File: src/rtl/host_csr_regs.sv
// Control/status register slave for the vjtag_host bus: LEDs, synchronized switches,
// scratch register, prescaled down-counting timer with interrupt, and sticky W1C status.
module host_csr_regs #(
  parameter int unsigned AW       = 16,
  parameter int unsigned DW       = 16,
  parameter logic [15:0] ID_VALUE = 16'hC5A1,
  parameter int unsigned PRESCALE = 50
) (
  input  logic          clk,
  input  logic          rst_n,
  input  logic          soft_rst_n,
  input  logic [AW-1:0] address,
  input  logic          wvalid,
  input  logic [DW-1:0] wdata,
  output logic          wready,
  input  logic          rvalid,
  output logic          rready,
  output logic          rrvalid,
  output logic [DW-1:0] rdata,
  input  logic [15:0]   sw_in,
  output logic [15:0]   led_out,
  output logic          irq
);

  localparam int unsigned PW = (PRESCALE > 1) ? $clog2(PRESCALE) : 1;
  localparam logic [PW-1:0] PreMax = PW'(PRESCALE - 1);

  localparam logic [2:0] IdxId      = 3'd0;
  localparam logic [2:0] IdxLed     = 3'd1;
  localparam logic [2:0] IdxSw      = 3'd2;
  localparam logic [2:0] IdxScratch = 3'd3;
  localparam logic [2:0] IdxTctrl   = 3'd4;
  localparam logic [2:0] IdxTload   = 3'd5;
  localparam logic [2:0] IdxTcount  = 3'd6;
  localparam logic [2:0] IdxStatus  = 3'd7;

  logic [15:0]   sw_meta_q, sw_sync_q, sw_prev_q;
  logic          wready_q;
  logic [15:0]   led_q, led_d;
  logic [DW-1:0] scratch_q, scratch_d;
  logic [2:0]    tctrl_q, tctrl_d;
  logic [DW-1:0] tload_q, tload_d;
  logic [DW-1:0] tcount_q, tcount_d;
  logic [PW-1:0] pre_q, pre_d;
  logic [2:0]    status_q, status_d;
  logic          rrvalid_q, rrvalid_d;
  logic [DW-1:0] rdata_q, rdata_d;
  logic          irq_q, irq_d;

  logic          mapped, rd_acc, tick, en_rise;
  logic          wr_led, wr_scratch, wr_tctrl, wr_tload, wr_status;
  logic [2:0]    idx, set_bits;
  logic [DW-1:0] rd_val;
  logic          unused_addr;

  assign unused_addr = ^address[1:0];
  assign idx         = address[4:2];
  assign mapped      = (address[AW-1:5] == '0);
  assign rd_acc      = rvalid && rready;

  assign wr_led     = wvalid && mapped && (idx == IdxLed);
  assign wr_scratch = wvalid && mapped && (idx == IdxScratch);
  assign wr_tctrl   = wvalid && mapped && (idx == IdxTctrl);
  assign wr_tload   = wvalid && mapped && (idx == IdxTload);
  assign wr_status  = wvalid && mapped && (idx == IdxStatus);

  assign tick    = tctrl_q[0] && (pre_q == PreMax);
  assign en_rise = wr_tctrl && wdata[0] && !tctrl_q[0];

  // Read mux always sees pre-write register values.
  always_comb begin
    rd_val = '0;
    case (idx)
      IdxId:      rd_val = DW'(ID_VALUE);
      IdxLed:     rd_val = DW'(led_q);
      IdxSw:      rd_val = DW'(sw_sync_q);
      IdxScratch: rd_val = scratch_q;
      IdxTctrl:   rd_val = DW'(tctrl_q);
      IdxTload:   rd_val = tload_q;
      IdxTcount:  rd_val = tcount_q;
      IdxStatus:  rd_val = DW'(status_q);
      default:    rd_val = '0;
    endcase
  end

  always_comb begin
    led_d     = wr_led ? wdata[15:0] : led_q;
    scratch_d = wr_scratch ? wdata : scratch_q;
    tctrl_d   = tctrl_q;
    tload_d   = tload_q;
    tcount_d  = tcount_q;
    set_bits  = '0;

    if (!tctrl_q[0] || tick) begin
      pre_d = '0;
    end else begin
      pre_d = pre_q + PW'(1);
    end

    if (tick) begin
      if (tcount_q != '0) begin
        tcount_d = tcount_q - DW'(1);
      end else begin
        set_bits[0] = 1'b1;
        if (tctrl_q[1]) begin
          tcount_d = tload_q;
        end else begin
          tctrl_d[0] = 1'b0;
        end
      end
    end

    // Software writes override the hardware EN clear and any timer count update.
    if (wr_tctrl) begin
      tctrl_d = wdata[2:0];
      if (en_rise) tcount_d = tload_q;
    end
    if (wr_tload) begin
      tload_d  = wdata;
      tcount_d = wdata;
    end

    set_bits[1] = (sw_sync_q != sw_prev_q);
    set_bits[2] = (wvalid || rd_acc) && !mapped;

    status_d = wr_status ? (status_q & ~wdata[2:0]) : status_q;
    status_d = status_d | set_bits;

    rrvalid_d = rd_acc;
    rdata_d   = rd_acc ? (mapped ? rd_val : '0) : rdata_q;
    irq_d     = tctrl_q[2] && status_q[0];
  end

  // Synchronizer chain is untouched by the soft reset.
  always_ff @(posedge clk) begin
    if (!rst_n) begin
      sw_meta_q <= '0;
      sw_sync_q <= '0;
      sw_prev_q <= '0;
      wready_q  <= 1'b0;
    end else begin
      sw_meta_q <= sw_in;
      sw_sync_q <= sw_meta_q;
      sw_prev_q <= sw_sync_q;
      wready_q  <= 1'b1;
    end
  end

  always_ff @(posedge clk) begin
    if (!rst_n || !soft_rst_n) begin
      led_q     <= rst_n ? 16'h0000 : 16'hFFFF;
      scratch_q <= '0;
      tctrl_q   <= '0;
      tload_q   <= '0;
      tcount_q  <= '0;
      pre_q     <= '0;
      status_q  <= '0;
      rrvalid_q <= 1'b0;
      rdata_q   <= '0;
      irq_q     <= 1'b0;
    end else begin
      led_q     <= led_d;
      scratch_q <= scratch_d;
      tctrl_q   <= tctrl_d;
      tload_q   <= tload_d;
      tcount_q  <= tcount_d;
      pre_q     <= pre_d;
      status_q  <= status_d;
      rrvalid_q <= rrvalid_d;
      rdata_q   <= rdata_d;
      irq_q     <= irq_d;
    end
  end

  assign wready  = wready_q;
  assign rready  = !rrvalid_q;
  assign rrvalid = rrvalid_q;
  assign rdata   = rdata_q;
  assign led_out = led_q;
  assign irq     = irq_q;

endmodule

File: config.mk
export PLATFORM = sky130hd
export DESIGN_NAME = host_csr_regs
export DESIGN_NICKNAME = d
export VERILOG_FILES = /design/src/rtl/host_csr_regs.sv
export SDC_FILE = /design/constraint.sdc
export NUM_CORES = 1
export LEC_CHECK = 0
export CORE_UTILIZATION = 30
export CTS_CLUSTER_SIZE = 25
export DETAILED_ROUTE_END_ITERATION = 16
export GPL_ROUTABILITY_DRIVEN = 0
export GPL_TIMING_DRIVEN = 0
export PLACE_DENSITY = 0.5
export SYNTH_ARGS = -nofsm -noshare
export SYNTH_HDL_FRONTEND = slang
export SYNTH_SLANG_ARGS = --single-unit
File: constraint.sdc
create_clock -name clk -period 7.5 [get_ports clk]
set_input_delay 1.875 -clock clk [delete_from_list [all_inputs] [get_ports clk]]
set_output_delay 1.875 -clock clk [all_outputs]
set_load 0.01 [all_outputs]
==> run_summary.xml, run 1 <==
<?xml version="1.0" encoding="UTF-8"?>
<metrics>
  <group name="power_and_ir_drop">
    <metric name="peakVddDrop" unit="mV">0.132</metric>
    <metric name="totalPowerFinal" unit="mW">1.81</metric>
    <metric name="p_leak" unit="nW">3.00</metric>
    <metric name="power_density" unit="nW/um^2">217</metric>
  </group>
  <group name="placement">
    <metric name="detailed_place.area" unit="sq um">7750</metric>
    <metric name="preCtsSetupSlack" unit="ps">2660</metric>
    <metric name="dp.final_hpwl" unit="mm">16.8</metric>
    <metric name="dpl.cell_count" unit="">1114</metric>
    <metric name="port_buffers" unit="">85</metric>
  </group>
  <group name="global_routing">
    <metric name="pin_count_of_the_biggest_net_entering_global_routing" unit="">19</metric>
    <metric name="grt_pass1_vias" unit="">5627</metric>
    <metric name="initial_antenna_violation_count" unit="">0</metric>
    <metric name="global_route.overflow_total" unit="">0</metric>
    <metric name="grt.total_usage" unit="%">21.2</metric>
    <metric name="grt_pass1_wl" unit="mm">34.7</metric>
  </group>
  <group name="clock_tree">
    <metric name="cts.clk_slew.worst_paths" unit="ps">70</metric>
    <metric name="post_cts_resized" unit="">0</metric>
    <metric name="cts_root_buf" unit="">sky130_fd_sc_hd__clkbuf_16</metric>
    <metric name="clock_path_buffers" unit="">2</metric>
    <metric name="postCtsSetupBuffers" unit="">0</metric>
    <metric name="cts_inserted_buffers" unit="">17</metric>
    <metric name="cts_hold_buffers" unit="">0</metric>
    <metric name="clock_tree_from_tritoncts" unit="">yes</metric>
    <metric name="cts-htree-levels" unit="">4</metric>
    <metric name="insertion_delay" unit="ps">430</metric>
    <metric name="cts_sinks" unit="">143</metric>
  </group>
  <group name="setup_path">
    <metric name="setup.worst_path.end_class" unit="">flop</metric>
    <metric name="critical_path.cell_chain" unit="">clkdlybuf4s50_1, buf_2, buf_2, buf_1, nand2_1, o21ai_0, a22oi_1, nor2_1</metric>
    <metric name="timing.critical_path.mode_cell" unit="">sky130_fd_sc_hd__buf_2</metric>
    <metric name="timing_worst_setup_path_type" unit="">in2reg</metric>
    <metric name="cp_slowest_stage_delay" unit="ps">630</metric>
    <metric name="crit_slowest_cell" unit="">sky130_fd_sc_hd__o21ai_0</metric>
    <metric name="cp-start-kind" unit="">primary input</metric>
    <metric name="crit_required" unit="ps">7870</metric>
    <metric name="critical_path_arrival" unit="ps">4920</metric>
    <metric name="timing.critical_path.fanout_max" unit="">10</metric>
  </group>
  <group name="synthesis">
    <metric name="synth_area_leader_cell" unit="">sky130_fd_sc_hd__dfxtp_1</metric>
    <metric name="ys.flop_type" unit="">sky130_fd_sc_hd__dfxtp_1</metric>
    <metric name="asyncSetResetFlopFracSynth" unit="%">0</metric>
    <metric name="synth_warnings" unit="">0</metric>
    <metric name="syn_area_per_cell" unit="sq um">8.69</metric>
    <metric name="netlist_area" unit="sq um">6550</metric>
    <metric name="netlist.area_leader.share" unit="%">38.8</metric>
    <metric name="synth_cells" unit="">753</metric>
    <metric name="yosys_register_bits" unit="">143</metric>
    <metric name="synth-edff-count" unit="">16</metric>
    <metric name="synth_sequential_area_ratio" unit="%">46.2</metric>
    <metric name="synth_nets" unit="">810</metric>
    <metric name="synthTopCellsByArea" unit="">sky130_fd_sc_hd__dfxtp_1, sky130_fd_sc_hd__nand2_1, sky130_fd_sc_hd__edfxtp_1, sky130_fd_sc_hd__a21oi_1, sky130_fd_sc_hd__and2_1</metric>
    <metric name="synth_cell_types" unit="">67</metric>
  </group>
  <group name="floorplan">
    <metric name="num_rows" unit="">53</metric>
    <metric name="die_y" unit="um">150</metric>
    <metric name="die-area" unit="sq um">22400</metric>
    <metric name="initial_core_util" unit="%">30.8</metric>
    <metric name="chipWidth" unit="um">150</metric>
    <metric name="placeableCoreArea" unit="sq um">21200</metric>
    <metric name="floorplan.io_pins" unit="">89</metric>
  </group>
  <group name="cells_and_area">
    <metric name="final_nets" unit="">915</metric>
    <metric name="final_cell_mix" unit="">sky130_fd_sc_hd__nand2_1, sky130_fd_sc_hd__dfxtp_1, sky130_fd_sc_hd__clkdlybuf4s50_1</metric>
    <metric name="n_fill_cell" unit="">2172</metric>
    <metric name="final_util" unit="%">39.4</metric>
    <metric name="mostFrequentLayoutCell" unit="">sky130_fd_sc_hd__nand2_1</metric>
    <metric name="diodes" unit="">0</metric>
    <metric name="non_filler_cell_area_final" unit="sq um">8370</metric>
    <metric name="fraction_of_final_layout_cells_sized_beyond_drive_strength_1" unit="%">8.15</metric>
    <metric name="syn_to_final_growth" unit="%">27.8</metric>
    <metric name="layoutNonFillerInstCount" unit="">1146</metric>
  </group>
  <group name="min_path">
    <metric name="min-delay-path-class" unit="">reg2reg</metric>
  </group>
  <group name="timing">
    <metric name="worst-slew-pin-transition" unit="ps">1290</metric>
    <metric name="setup_violations" unit="">0</metric>
    <metric name="final_period_minus_worst_setup_slack" unit="ps">4560</metric>
    <metric name="clock.fmax" unit="GHz">0.220</metric>
    <metric name="finalCritPeriodShare" unit="%">60.7</metric>
    <metric name="fin_worst_skew" unit="ps">6.51</metric>
    <metric name="timing.setup.tns" unit="ps">0</metric>
    <metric name="holdWs" unit="ps">433</metric>
    <metric name="setup_slack" unit="ps">2940</metric>
    <metric name="finalHoldViolCount" unit="">0</metric>
    <metric name="final_count_of_pins_violating_max_slew" unit="">0</metric>
    <metric name="slew-limit-headroom" unit="%">13.2</metric>
    <metric name="rsz0062_at_grt" unit="">false</metric>
  </group>
  <group name="detailed_routing">
    <metric name="drtAntennaViolNets" unit="">0</metric>
    <metric name="drt_pass1_iterations" unit="">7</metric>
    <metric name="drc" unit="">0</metric>
    <metric name="drt-vias-per-instance" unit="">5.23</metric>
    <metric name="drt_iter0_drc" unit="">549</metric>
    <metric name="vias" unit="">5998</metric>
    <metric name="totalWireLength" unit="mm">22.8</metric>
    <metric name="routedWlPerCell" unit="um">19.9</metric>
  </group>
  <group name="flow_run">
    <metric name="drv.max_cap_violation_count" unit="">0</metric>
  </group>
  <group name="run_status">
    <metric name="outcome" unit="">completed</metric>
  </group>
</metrics>
-- cell usage after synthesis (all sizes together) (12+ instances only) --
master and count:
nand2 138, dfxtp 127, a21oi 72, and2 54, nor2 49, clkbuf 35
o21ai 25, a22oi 21, mux2i 18, xnor2 18, nand3 17, edfxtp 16
buf 13, inv 12
-- final cells by class --
type	count	area (sq um)	share of cell area, %
clock buffer	17	425	5.08
inverter	12	45.0	0.538
clock inverter	15	186	2.23
timing repair buffer	86	862	10.3
multi-input combinational	549	3230	38.6
sequential	143	3020	36.1
tap	275	344	4.11
buffer	49	251	3.01
-- routing by layer --
layer  vias to the layer above  part of all wire [%]  track usage, %
met1                      2859                    49            30.8
li1                       2875                     -               -
met2                       228                    42            30.3
met5                         -                     0               0
met3                        36                   5.7            3.93
met4                         0                   3.3            8.59
-- where the power goes --
part	switching [mW]	internal [mW]	total (mW)
Sequential	0.0143	0.795	0.809
Clock	0.411	0.455	0.866
Combinational	0.0750	0.0645	0.139
Total	0.500	1.31	1.81
-- cell families after synthesis --
| kind of cell | Yosys count | synth area share, % |
|---|---|---|
| AOI/OAI and AO/OA | 177 | 17.1 |
| xor gates and xnor gates | 20 | 2.68 |
| adders and majority gates | 4 | 0.765 |
| buffers and inverters | 61 | 4.53 |
| DFF | 143 | 46.2 |
| muxes | 27 | 4.65 |
| and+or+nand+nor | 321 | 24.1 |
-- flip-flops by register name, indices dropped and copies added (netlist names), 16 cells and up --
register and cells:
sw_meta_q 16, sw_sync_q 16, led_out 16, scratch_q 16
tload_q 16, sw_prev_q 16, tcount_q 16, rdata 16
-- worst max-delay path: cells and delay by family --
kind                   cells  cell delay [ps]
AO/OA/AOI/OAI              2              770
buffers and inverters      4             1710
AND/OR/NAND/NOR            2              560
-- worst paths after layout --
check | cells after the start | slack [ps] | end | from
setup / recovery | 8 | 2940 | rdata[3] | address[2]
hold / removal | 1 | 430 | sw_sync_q[7] | sw_meta_q[7]
hold reg to reg | 1 | 430 | sw_sync_q[7] | sw_meta_q[7]
setup reg to reg | 8 | 4610 | tcount_q[7] | tcount_q[0]
No activity file was read; power rests on OpenSTA's default activity.
==> run 2, diff against run 1 <==
--- a/config.mk
+++ b/config.mk
@@ -10,7 +10,7 @@
 export DETAILED_ROUTE_END_ITERATION = 16
 export GPL_ROUTABILITY_DRIVEN = 0
 export GPL_TIMING_DRIVEN = 0
-export PLACE_DENSITY = 0.5
+export PLACE_DENSITY = 0.52
 export SYNTH_ARGS = -nofsm -noshare
 export SYNTH_HDL_FRONTEND = slang
 export SYNTH_SLANG_ARGS = --single-unit
==> constraint.sdc (replaced) <==
create_clock -name clk -period 4 [get_ports clk]
set_input_delay 1 -clock clk [delete_from_list [all_inputs] [get_ports clk]]
set_output_delay 1 -clock clk [all_outputs]
set_load 0.01 [all_outputs]
==> run_summary.xml, run 2 (synthesis results as in run 1) <==
<?xml version="1.0" encoding="UTF-8"?>
<metrics>
  <group name="setup_path">
    <metric name="critical_path_arrival" unit="ps">3970</metric>
    <metric name="timing_worst_setup_path_type" unit="">in2reg</metric>
    <metric name="timing.critical_path.fanout_max" unit="">10</metric>
    <metric name="crit_required" unit="ps">4370</metric>
    <metric name="cp-start-kind" unit="">primary input</metric>
    <metric name="setup.worst_path.end_class" unit="">flop</metric>
  </group>
  <group name="timing">
    <metric name="finalCritPeriodShare" unit="%">90.1</metric>
    <metric name="fin_worst_skew" unit="ps">7.39</metric>
    <metric name="final_period_minus_worst_setup_slack" unit="ps">3600</metric>
    <metric name="setup_violations" unit="">0</metric>
    <metric name="slew-limit-headroom" unit="%">42.2</metric>
    <metric name="timing.setup.tns" unit="ps">0</metric>
    <metric name="rsz0062_at_grt" unit="">false</metric>
    <metric name="clock.fmax" unit="GHz">0.278</metric>
    <metric name="finalHoldViolCount" unit="">0</metric>
    <metric name="worst-slew-pin-transition" unit="ps">855</metric>
    <metric name="final_count_of_pins_violating_max_slew" unit="">0</metric>
    <metric name="holdWs" unit="ps">434</metric>
  </group>
  <group name="placement">
    <metric name="port_buffers" unit="">85</metric>
    <metric name="dpl.cell_count" unit="">1114</metric>
    <metric name="dp.final_hpwl" unit="mm">16.7</metric>
  </group>
  <group name="detailed_routing">
    <metric name="drt-vias-per-instance" unit="">5.36</metric>
    <metric name="drtAntennaViolNets" unit="">0</metric>
    <metric name="drc" unit="">0</metric>
    <metric name="routedWlPerCell" unit="um">19.8</metric>
    <metric name="vias" unit="">6143</metric>
    <metric name="totalWireLength" unit="mm">22.7</metric>
    <metric name="drt_pass1_iterations" unit="">5</metric>
    <metric name="drt_iter0_drc" unit="">551</metric>
  </group>
  <group name="global_routing">
    <metric name="initial_antenna_violation_count" unit="">0</metric>
    <metric name="grt_pass1_wl" unit="mm">34.2</metric>
    <metric name="grt.met2_usage" unit="%">31.0</metric>
    <metric name="grt_pass1_vias" unit="">5618</metric>
    <metric name="grt.met1_usage" unit="%">30.2</metric>
    <metric name="grt_most_used_layer" unit="">met2</metric>
    <metric name="gr-usage-met3" unit="%">2.96</metric>
    <metric name="pin_count_of_the_biggest_net_entering_global_routing" unit="">19</metric>
    <metric name="grt.total_usage" unit="%">20.9</metric>
    <metric name="global_route.overflow_total" unit="">0</metric>
  </group>
  <group name="min_path">
    <metric name="min-delay-path-class" unit="">reg2reg</metric>
  </group>
  <group name="clock_tree">
    <metric name="postCtsSetupBuffers" unit="">0</metric>
    <metric name="cts_sinks" unit="">143</metric>
    <metric name="insertion_delay" unit="ps">430</metric>
    <metric name="cts_hold_buffers" unit="">0</metric>
    <metric name="clock_tree_from_tritoncts" unit="">yes</metric>
    <metric name="cts_inserted_buffers" unit="">17</metric>
    <metric name="post_cts_resized" unit="">0</metric>
    <metric name="cts_root_buf" unit="">sky130_fd_sc_hd__clkbuf_16</metric>
    <metric name="cts-htree-levels" unit="">4</metric>
    <metric name="clock_path_buffers" unit="">2</metric>
    <metric name="cts.clk_slew.worst_paths" unit="ps">70</metric>
  </group>
  <group name="cells_and_area">
    <metric name="final_nets" unit="">916</metric>
    <metric name="layoutNonFillerInstCount" unit="">1147</metric>
    <metric name="syn_to_final_growth" unit="%">27.9</metric>
    <metric name="final_cell_mix" unit="">sky130_fd_sc_hd__nand2_1, sky130_fd_sc_hd__dfxtp_1, sky130_fd_sc_hd__clkdlybuf4s50_1</metric>
    <metric name="diodes" unit="">0</metric>
    <metric name="mostFrequentLayoutCell" unit="">sky130_fd_sc_hd__nand2_1</metric>
    <metric name="fraction_of_final_layout_cells_sized_beyond_drive_strength_1" unit="%">8.26</metric>
  </group>
  <group name="floorplan">
    <metric name="die-area" unit="sq um">22400</metric>
    <metric name="num_rows" unit="">53</metric>
    <metric name="chipWidth" unit="um">150</metric>
    <metric name="floorplan.io_pins" unit="">89</metric>
    <metric name="placeableCoreArea" unit="sq um">21200</metric>
    <metric name="initial_core_util" unit="%">30.8</metric>
    <metric name="die_y" unit="um">150</metric>
  </group>
  <group name="power_and_ir_drop">
    <metric name="peakVddDrop" unit="mV">0.260</metric>
    <metric name="power_density" unit="nW/um^2">405</metric>
    <metric name="p_leak" unit="nW">3.00</metric>
  </group>
  <group name="run_status">
    <metric name="outcome" unit="">completed</metric>
  </group>
  <group name="flow_run">
    <metric name="drv.max_cap_violation_count" unit="">0</metric>
  </group>
</metrics>
[run 2: worst paths after layout]
path                            slack, ps      endpoint  depth (start not counted)         start
worst min-delay path                  430  sw_sync_q[7]                          1  sw_meta_q[7]
worst max-delay path                  400      rdata[3]                          8    address[2]
worst min register to register        430  sw_sync_q[7]                          1  sw_meta_q[7]
worst max register to register       1100   tcount_q[7]                          8   tcount_q[0]
[run 2: cell type report]
class                   instances  area (sq um)
fillers                      2172         12800
multi-input cells             549          3230
flip-flops and latches        143          3020
repair buffers                 87           871
clock buffers                  17           425
well taps                     275           344
plain buffers                  49           251
clock inverters                15           185
inverters                      12          45.0
[run 2: power by group]
group / switching [mW] / total (mW) / internal [mW]
Sequential: 0.0286 / 1.52 / 1.49
Clock: 0.766 / 1.62 / 0.850
Combinational: 0.140 / 0.262 / 0.121
Total: 0.934 / 3.40 / 2.46
[run 2: per-layer routing]
| metal | vias up | part of all wire (%) |
|---|---|---|
| li1 | 2888 | - |
| met1 | 2950 | 48 |
| met2 | 264 | 43 |
| met3 | 41 | 6.3 |
| met4 | 0 | 2.6 |
| met5 | - | 0 |
[run 2: worst max-delay path: stages]
cell and delay, ps:
sky130_fd_sc_hd__clkdlybuf4s50_1 480, sky130_fd_sc_hd__buf_2 280, sky130_fd_sc_hd__buf_2 340, sky130_fd_sc_hd__buf_1 590
sky130_fd_sc_hd__nand2_1 420, sky130_fd_sc_hd__o21ai_0 590, sky130_fd_sc_hd__a22oi_1 140, sky130_fd_sc_hd__nor2_1 100
[run 2: metrics by stage]
stage                     cell area (sq um)  setup WS, ps  total power, mW  utilization (%)
after detailed placement               7760          72.8             1.81             36.6
final                                  8370           398             3.40             39.5
after CTS                              8370           473             3.41             39.4
after global routing                   8370           358             3.50             39.5
after global placement                 7740         -1180             1.81             36.5
after floorplan                        6550           658             1.65                -
==> run 3, diff against run 2 <==
--- a/config.mk
+++ b/config.mk
@@ -6,7 +6,6 @@
 export NUM_CORES = 1
 export LEC_CHECK = 0
 export CORE_UTILIZATION = 30
-export CTS_CLUSTER_SIZE = 25
 export DETAILED_ROUTE_END_ITERATION = 16
 export GPL_ROUTABILITY_DRIVEN = 0
 export GPL_TIMING_DRIVEN = 0
==> results of run 3 <==
No change in the layout: final DEF, timing and power equal those of run 2.
